File: src/rtl/arith_accel_pkg.sv
// Shared definitions for the Wishbone arithmetic accelerator: operation
// codes, CSR word indices, CTRL/STATUS bit positions and FSM states.
package arith_accel_pkg;

    typedef enum logic [1:0] {
        OP_ADD = 2'd0,
        OP_SUB = 2'd1,
        OP_MUL = 2'd2
    } op_e;

    typedef enum logic [1:0] {
        ST_IDLE = 2'd0,
        ST_MUL  = 2'd1,
        ST_DONE = 2'd2
    } state_e;

    // CSR word indices (byte offset >> 2)
    localparam logic [2:0] REG_RES_LO = 3'd0;
    localparam logic [2:0] REG_OP_A   = 3'd1;
    localparam logic [2:0] REG_OP_B   = 3'd2;
    localparam logic [2:0] REG_CTRL   = 3'd3;
    localparam logic [2:0] REG_STATUS = 3'd4;
    localparam logic [2:0] REG_RES_HI = 3'd5;

    localparam int CTRL_START_BIT = 8;
    localparam int STAT_BUSY_BIT  = 0;
    localparam int STAT_DONE_BIT  = 1;
    localparam int STAT_OVF_BIT   = 2;

    // The reserved encoding 3 behaves as ADD.
    function automatic op_e decode_op(input logic [1:0] raw);
        case (raw)
            2'd1:    return OP_SUB;
            2'd2:    return OP_MUL;
            default: return OP_ADD;
        endcase
    endfunction

endpackage

File: src/rtl/wb_arith_accel_seq_multiplier.sv
// Unsigned shift-add multiplier, one multiplier bit per cycle.
// Bit 0 is consumed on the start edge, the remaining DATA_W-1 bits on the
// following edges, so the product is final DATA_W-1 edges after start.
// done is high during the last iteration cycle: the product is valid
// immediately after the edge that ends that cycle.
module seq_multiplier #(
    parameter int DATA_W = 32
) (
    input  logic                  clk,
    input  logic                  rst,
    input  logic                  start,
    input  logic [DATA_W-1:0]     a,
    input  logic [DATA_W-1:0]     b,
    output logic                  busy,
    output logic                  done,
    output logic [2*DATA_W-1:0]   product
);

    localparam int CNT_W = $clog2(DATA_W);

    logic [2*DATA_W-1:0] r_acc;
    logic [2*DATA_W-1:0] r_mcand;
    logic [DATA_W-1:0]   r_mplier;
    logic [CNT_W-1:0]    r_cnt;

    // Load operands (consuming bit 0) on start, then one shift-add per cycle
    always_ff @(posedge clk or posedge rst) begin
        if (rst) begin
            r_acc    <= '0;
            r_mcand  <= '0;
            r_mplier <= '0;
            r_cnt    <= '0;
        end else if (start) begin
            r_acc    <= b[0] ? {{DATA_W{1'b0}}, a} : '0;
            r_mcand  <= {{(DATA_W-1){1'b0}}, a, 1'b0};
            r_mplier <= b >> 1;
            r_cnt    <= CNT_W'(DATA_W - 1);
        end else if (r_cnt != '0) begin
            r_acc    <= r_acc + (r_mplier[0] ? r_mcand : '0);
            r_mcand  <= r_mcand << 1;
            r_mplier <= r_mplier >> 1;
            r_cnt    <= r_cnt - 1'b1;
        end
    end

    assign busy    = (r_cnt != '0);
    assign done    = (r_cnt == CNT_W'(1));
    assign product = r_acc;

endmodule

File: src/rtl/wb_arith_accel.sv
// Wishbone CSR arithmetic accelerator: ADD/SUB in one cycle, MUL via a
// sequential shift-add unit, double-width result, busy/done status.
// Optional macro ARITH_ACCEL_SAT_EN: ADD/SUB saturate on signed overflow.
module wb_arith_accel
    import arith_accel_pkg::*;
#(
    parameter int DATA_W = 32,
    parameter int ADR_W  = 5
) (
    input  logic              clk,
    input  logic              rst,
    input  logic              wb_cyc,
    input  logic              wb_stb,
    input  logic              wb_we,
    input  logic [ADR_W-1:0]  wb_adr,
    input  logic [DATA_W-1:0] wb_dat_i,
    output logic              wb_ack,
    output logic [DATA_W-1:0] wb_dat_o,
    output logic              busy
);

    localparam logic [DATA_W-1:0] SMAX = {1'b0, {(DATA_W-1){1'b1}}};
    localparam logic [DATA_W-1:0] SMIN = {1'b1, {(DATA_W-1){1'b0}}};

    logic                r_ack;
    logic [DATA_W-1:0]   r_dat_o;
    logic [DATA_W-1:0]   r_op_a;
    logic [DATA_W-1:0]   r_op_b;
    logic [1:0]          r_ctrl_op;
    op_e                 r_op_sel;
    logic [DATA_W-1:0]   r_res_lo;
    logic [DATA_W-1:0]   r_res_hi;
    logic                r_done;
    logic                r_ovf;
    state_e              r_state;
    state_e              w_state_next;

    logic [31:0]         w_adr32;
    logic [31:0]         w_wdat32;
    logic [31:0]         w_rd32;
    logic [2:0]          w_idx;
    logic                w_acc;
    logic                w_wr;
    logic                w_busy;
    logic                w_start;
    logic                w_done_clr;
    op_e                 w_new_op;
    logic                w_mul_busy;
    logic                w_mul_last;
    logic [2*DATA_W-1:0] w_product;
    logic [DATA_W:0]     w_sum;
    logic [DATA_W:0]     w_diff;
    logic [DATA_W-1:0]   w_as_lo;
    logic [DATA_W-1:0]   w_as_hi;
    logic                w_as_ovf;
    logic                w_unused_bits;

    assign w_adr32    = 32'(wb_adr);
    assign w_wdat32   = 32'(wb_dat_i);
    assign w_idx      = w_adr32[4:2];
    assign w_acc      = wb_cyc & wb_stb & ~r_ack;
    assign w_wr       = w_acc & wb_we;
    assign w_busy     = (r_state != ST_IDLE);
    assign w_new_op   = decode_op(w_wdat32[1:0]);
    // START is only honoured from IDLE; a START while busy is silently dropped
    assign w_start    = w_wr && (w_idx == REG_CTRL) && w_wdat32[CTRL_START_BIT] && !w_busy;
    assign w_done_clr = w_wr && (w_idx == REG_STATUS) && w_wdat32[STAT_DONE_BIT];
    assign w_unused_bits = ^{w_adr32[31:5], w_adr32[1:0], w_wdat32[31:9], w_wdat32[7:2], w_mul_busy};

    seq_multiplier #(.DATA_W(DATA_W)) u_mul (
        .clk     (clk),
        .rst     (rst),
        .start   (w_start && (w_new_op == OP_MUL)),
        .a       (r_op_a),
        .b       (r_op_b),
        .busy    (w_mul_busy),
        .done    (w_mul_last),
        .product (w_product)
    );

    // Read mux, assembled at 32 bits and truncated to the bus width
    always_comb begin
        w_rd32 = '0;
        case (w_idx)
            REG_RES_LO: w_rd32 = 32'(r_res_lo);
            REG_OP_A:   w_rd32 = 32'(r_op_a);
            REG_OP_B:   w_rd32 = 32'(r_op_b);
            REG_CTRL:   w_rd32 = 32'(r_ctrl_op);
            REG_STATUS: w_rd32 = 32'({r_ovf, r_done, w_busy});
            REG_RES_HI: w_rd32 = 32'(r_res_hi);
            default:    w_rd32 = '0;
        endcase
    end

    // ADD/SUB datapath from the latched operands, with optional saturation
    always_comb begin
        w_sum  = {1'b0, r_op_a} + {1'b0, r_op_b};
        w_diff = {1'b0, r_op_a} - {1'b0, r_op_b};
        if (r_op_sel == OP_SUB) begin
            w_as_lo  = w_diff[DATA_W-1:0];
            w_as_hi  = DATA_W'(w_diff[DATA_W]);
            w_as_ovf = (r_op_a[DATA_W-1] != r_op_b[DATA_W-1]) &&
                       (w_diff[DATA_W-1] != r_op_a[DATA_W-1]);
        end else begin
            w_as_lo  = w_sum[DATA_W-1:0];
            w_as_hi  = DATA_W'(w_sum[DATA_W]);
            w_as_ovf = (r_op_a[DATA_W-1] == r_op_b[DATA_W-1]) &&
                       (w_sum[DATA_W-1] != r_op_a[DATA_W-1]);
        end
`ifdef ARITH_ACCEL_SAT_EN
        // An overflowing result always lands on the side of A's sign
        if (w_as_ovf) begin
            w_as_lo = r_op_a[DATA_W-1] ? SMIN : SMAX;
            w_as_hi = '0;
        end
`endif
    end

    // Next-state logic
    always_comb begin
        w_state_next = r_state;
        case (r_state)
            ST_IDLE: if (w_start) w_state_next = (w_new_op == OP_MUL) ? ST_MUL : ST_DONE;
            ST_MUL:  if (w_mul_last) w_state_next = ST_DONE;
            ST_DONE: w_state_next = ST_IDLE;
            default: w_state_next = ST_IDLE;
        endcase
    end

    // FSM state register
    always_ff @(posedge clk or posedge rst) begin
        if (rst) r_state <= ST_IDLE;
        else     r_state <= w_state_next;
    end

    // Bus handshake: one-cycle ack pulse, read data registered with it
    always_ff @(posedge clk or posedge rst) begin
        if (rst) begin
            r_ack   <= 1'b0;
            r_dat_o <= '0;
        end else begin
            r_ack   <= w_acc;
            r_dat_o <= w_acc ? DATA_W'(w_rd32) : '0;
        end
    end

    // Operand/control CSRs; frozen while an operation is in flight
    always_ff @(posedge clk or posedge rst) begin
        if (rst) begin
            r_op_a    <= '0;
            r_op_b    <= '0;
            r_ctrl_op <= '0;
            r_op_sel  <= OP_ADD;
        end else begin
            if (w_wr && !w_busy) begin
                case (w_idx)
                    REG_OP_A: r_op_a    <= wb_dat_i;
                    REG_OP_B: r_op_b    <= wb_dat_i;
                    REG_CTRL: r_ctrl_op <= w_wdat32[1:0];
                    default: ;
                endcase
            end
            if (w_start) r_op_sel <= w_new_op;
        end
    end

    // Result capture in DONE; done flag set there (set beats a clear)
    always_ff @(posedge clk or posedge rst) begin
        if (rst) begin
            r_res_lo <= '0;
            r_res_hi <= '0;
            r_ovf    <= 1'b0;
            r_done   <= 1'b0;
        end else if (r_state == ST_DONE) begin
            if (r_op_sel == OP_MUL) begin
                r_res_lo <= w_product[DATA_W-1:0];
                r_res_hi <= w_product[2*DATA_W-1:DATA_W];
                r_ovf    <= (w_product[2*DATA_W-1:DATA_W] != '0);
            end else begin
                r_res_lo <= w_as_lo;
                r_res_hi <= w_as_hi;
                r_ovf    <= w_as_ovf;
            end
            r_done <= 1'b1;
        end else if (w_start || w_done_clr) begin
            r_done <= 1'b0;
        end
    end

    assign wb_ack   = r_ack;
    assign wb_dat_o = r_dat_o;
    assign busy     = w_busy;

endmodule

File: config.mk
export PLATFORM = sky130hd
export DESIGN_NAME = wb_arith_accel
export DESIGN_NICKNAME = d
export VERILOG_FILES = /design/src/rtl/arith_accel_pkg.sv /design/src/rtl/wb_arith_accel_seq_multiplier.sv /design/src/rtl/wb_arith_accel.sv
export SDC_FILE = /design/constraint.sdc
export NUM_CORES = 1
export LEC_CHECK = 0
export ABC_AREA = 1
export CAP_MARGIN = 20
export CORE_UTILIZATION = 40
export DETAILED_ROUTE_END_ITERATION = 6
export SYNTH_ARGS = -nofsm -noshare
export SYNTH_HDL_FRONTEND = slang
export SYNTH_SLANG_ARGS = --single-unit
File: constraint.sdc
create_clock -name clk -period 17.1 [get_ports clk]
set_input_delay 3.42 -clock clk [delete_from_list [all_inputs] [get_ports clk]]
set_output_delay 3.42 -clock clk [all_outputs]
set_load 0.03 [all_outputs]
==> results by group <==
Synthesis
  • Synth Instances: roughly 3,400
  • Post-synthesis adder-cell area fraction: a little over 7%
  • Simple-Gate Fraction of Synth Area: roughly a quarter
  • Fraction of registers with async set/reset: between 90% and 100%
  • Number of synthesized flops with an enable pin: 0
  • Yosys cell types: 50
  • Synth Area in Compound Gates: about a fifth
  • Synth Area per Inst: 6.83 µm²
  • Syn_nets: about 3,600
  • Sequential area share after synthesis: a little over a third
  • Post-synthesis cell area: 23,200 µm²
  • Post-synth top area share: 35.8%
  • Ys flop type: dfrtp_1
  • Xor/xnor share of the synthesized area: less than 1%
  • Flops & latches, synth: 332
  • Synth top area cells: dfrtp_1 (36%), nand2_1 (14%), inv_1 (9.0%), ha_1 (7.0%), o21ai_0 (6.1%)
  • Post-synthesis mux area share: 0%
  • Synth warnings: 0
  • Largest family of logic cells by synthesized area: simple AND/OR/NAND/NOR gates
  • Yosys top cell by area: dfrtp_1

CTS
  • CTS sink cnt: roughly 330
  • H-tree depth: 2
  • Clk buf depth: 3
  • Post-CTS Resized: 0
  • Num CTS Buffers: 40
  • Clk_lat worst skew: a little under 0.6 ns
  • Post-CTS setup buffers: 0
  • Clock transition at path regs: roughly 0.060 ns
  • CTS tree: yes
  • Root buf cell: clkbuf_16
  • CTS Hold Buffers Added: 0

Critical path
  • CP Class: in -> reg
  • CP arrival: roughly 7.3 ns
  • CP endpoint kind: flip-flop
  • Worst setup SP type: input port
  • Largest fanout on the critical path: approximately 70
  • CP required: approximately 18 ns

Finish
  • Final net count: about 3,600
  • P&R area growth vs syn: 12.0%
  • Register area: 8310 µm²
  • Ratio of cells with drive above 1 in the final layout: 3.74%
  • Post-route cell area: 26,000 µm²
  • Area used by multi-input combinational logic: 12,300 µm²
  • Final core utilization: a little under half
  • Fillers: between 6,000 and 7,000
  • # diodes: 0

STA
  • Relative slew slack: a little under a third
  • Clk_skew: approximately 0.025 ns
  • Tightest Pin Transition: between 1 and 1.5 ns
  • Min Tclk post-route: 6.86 ns
  • Final Hold Viols: 0
  • Max Freq: 0.146 GHz
  • Final Setup Violations: 0
  • Final setup TNS: 0 ns
  • Period utilization: 40.1%
  • RSZ-0062 raised after global routing: no
  • Slew Limit Fails: 0
  • Worst setup slack after layout: a little over 10 ns

Route
  • Initial DRC count: 2,081
  • Post-route DRC violation count: 0
  • Router iterations before antenna repair: 6
  • WL final: 85,100 µm
  • Via-per-instance ratio: approximately 5.4
  • Avg WL per Cell: 20.3 µm
  • Post-DRT Antenna Nets: 0
  • Routed vias: approximately 23,000

Status
  • Status: finished clean

Global route
  • Global-route wire length before repair: around 130,000 µm
  • Antenna violations before repair: 0
  • Pin count of the biggest net entering global routing: between 70 and 80
  • Vias in the first global route: around 22,000
  • Remaining global-route overflow: 0
  • All-Layer GR Usage: 28.8%

Floorplan
  • # rows: 87
  • Die W: 243 µm
  • # IOs: between 70 and 80
  • Die area: 59,000 µm²
  • Starting density of the core: between 40% and 50%
  • Core box area: 56,800 µm²
  • DIE HEIGHT: ~240 µm

Placement
  • DP Area: about 25,000 µm²
  • GPL Wtd Cong: a little under 1
  • DP HPWL: 64,600 µm
  • # port buffers: between 70 and 80
  • Dpl ws: just under 10 ns

Pwr
  • Total Power: 2590 µW
  • PwrDens: 99.6 nW/µm²
  • Maximum vdd drop: between 0.06 and 0.07 mV
  • Leak Pwr: 0.0130 µW

Min path
  • Worst Hold Class: reg -> reg

Job
  • Max Cap Viol: 0
[report_power, final]
part           internal (µW)  total (µW)  switching [µW]
Sequential               866         944            77.9
Combinational            221         740             519
Clock                    544         905             361
[path summary, 6_finish.rpt]
path / startpoint / to / slack (ns) / cells past startpoint
max in group asynchronous: rst / wb_dat_o[19] / 11.67 / 4
setup / recovery: wb_adr[4] / u_mul.product[24] / 10.24 / 12
hold reg to reg: wb_ack / wb_ack / 0.47 / 1
setup reg to reg: r_state[0] / u_mul.product[24] / 13.05 / 9
min in group asynchronous: rst / u_mul.r_mcand[39] / 3.31 / 2
hold / removal: wb_ack / wb_ack / 0.47 / 1
[kinds of logic after synthesis]
group	after synthesis
and+or+nand+nor	1473
buffers and inverters	684
adders and majority gates	132
AOI/OAI and AO/OA	761
DFF	332
xor gates and xnor gates	14
[flip-flops by register name, summed over array words and instances, names as in the netlist, 2 cells and up]
| signal | flops |
|---|---|
| r_res_lo | 32 |
| r_op_b | 32 |
| wb_dat_o | 32 |
| r_op_a | 32 |
| u_mul.r_mcand | 63 |
| r_op_sel | 2 |
| u_mul.r_cnt | 5 |
| r_res_hi | 32 |
| u_mul.r_mplier | 31 |
| u_mul.product | 64 |
| r_state | 2 |
| r_ctrl_op | 2 |
[layer usage]
metal	GRT usage [%]	share of wire (%)
met4	9.45	3.2
met5	0	0
met2	46.8	45
met1	39.6	45
met3	3.67	6.1
[final cells by class]
| cell class | instances | area share (%) |
|---|---|---|
| Clock buffer | 59 | 4.59 |
| Clock inverter | 11 | 0.674 |
| Inverter | 566 | 8.21 |
| Multi-Input combinational cell | 2380 | 47.2 |
| Sequential cell | 332 | 32.0 |
| Tap cell | 756 | 3.64 |
| Timing Repair Buffer | 100 | 3.74 |
[cells in the final DEF, fill, tap and decap left out, types with 24 or more instances in the layout]
master           netlist  routed
inv_1                558     557
a21oi_1              227     227
nand2_1              874     874
o221ai_1              40      40
o211ai_1              24      24
ha_1                 129     129
dfrtp_1              332     331
clkbuf_16              0      41
nor3_1                27      24
a221oi_1              31      31
clkdlybuf4s50_1        0      73
buf_4                  3      25
o22ai_1               54      54
nor2_1               333     330
nand3_1              165     163
a31oi_1               28      28
o21ai_0              281     281
[through the flow]
| stage | std cells | hold slack, ns |
|---|---|---|
| 5_1_grt | 4204 | 0.497 |
| 3_3_place_gp | 4132 | 0.445 |
| 6_report | 4204 | 0.470 |
| 2_1_floorplan | 3396 | 0.449 |
| 4_1_cts | 4202 | 0.479 |
| 3_5_place_dp | 4132 | 0.467 |
[critical path: stages]
cell	delay [ns]
clkdlybuf4s50_1	0.52
inv_2	0.12
nand3_1	0.11
inv_2	0.12
nand3_4	0.10
nor2_4	0.17
nand3_4	0.43
nand2_4	0.61
clkinv_2	0.63
buf_4	0.54
a31oi_1	0.30
a22oi_1	0.09
[cells in the mapped netlist, types with 12 or more instances]
cell type  instances
nand2_1          874
o211ai_1          24
o21bai_1          23
xor2_1            12
inv_1            558
a21o_1            12
o221ai_1          40
ha_1             129
buf_2             26
nor3_1            27
o21ai_0          281
nand3_1          165
nand3b_1          12
o22ai_1           54
a221oi_1          31
dfrtp_1          332
a21oi_1          227
nand4_1           23
a31oi_1           28
nor2_1           333
a22oi_1           15
clkbuf_1          79
Power figures use the tool's default switching activity.
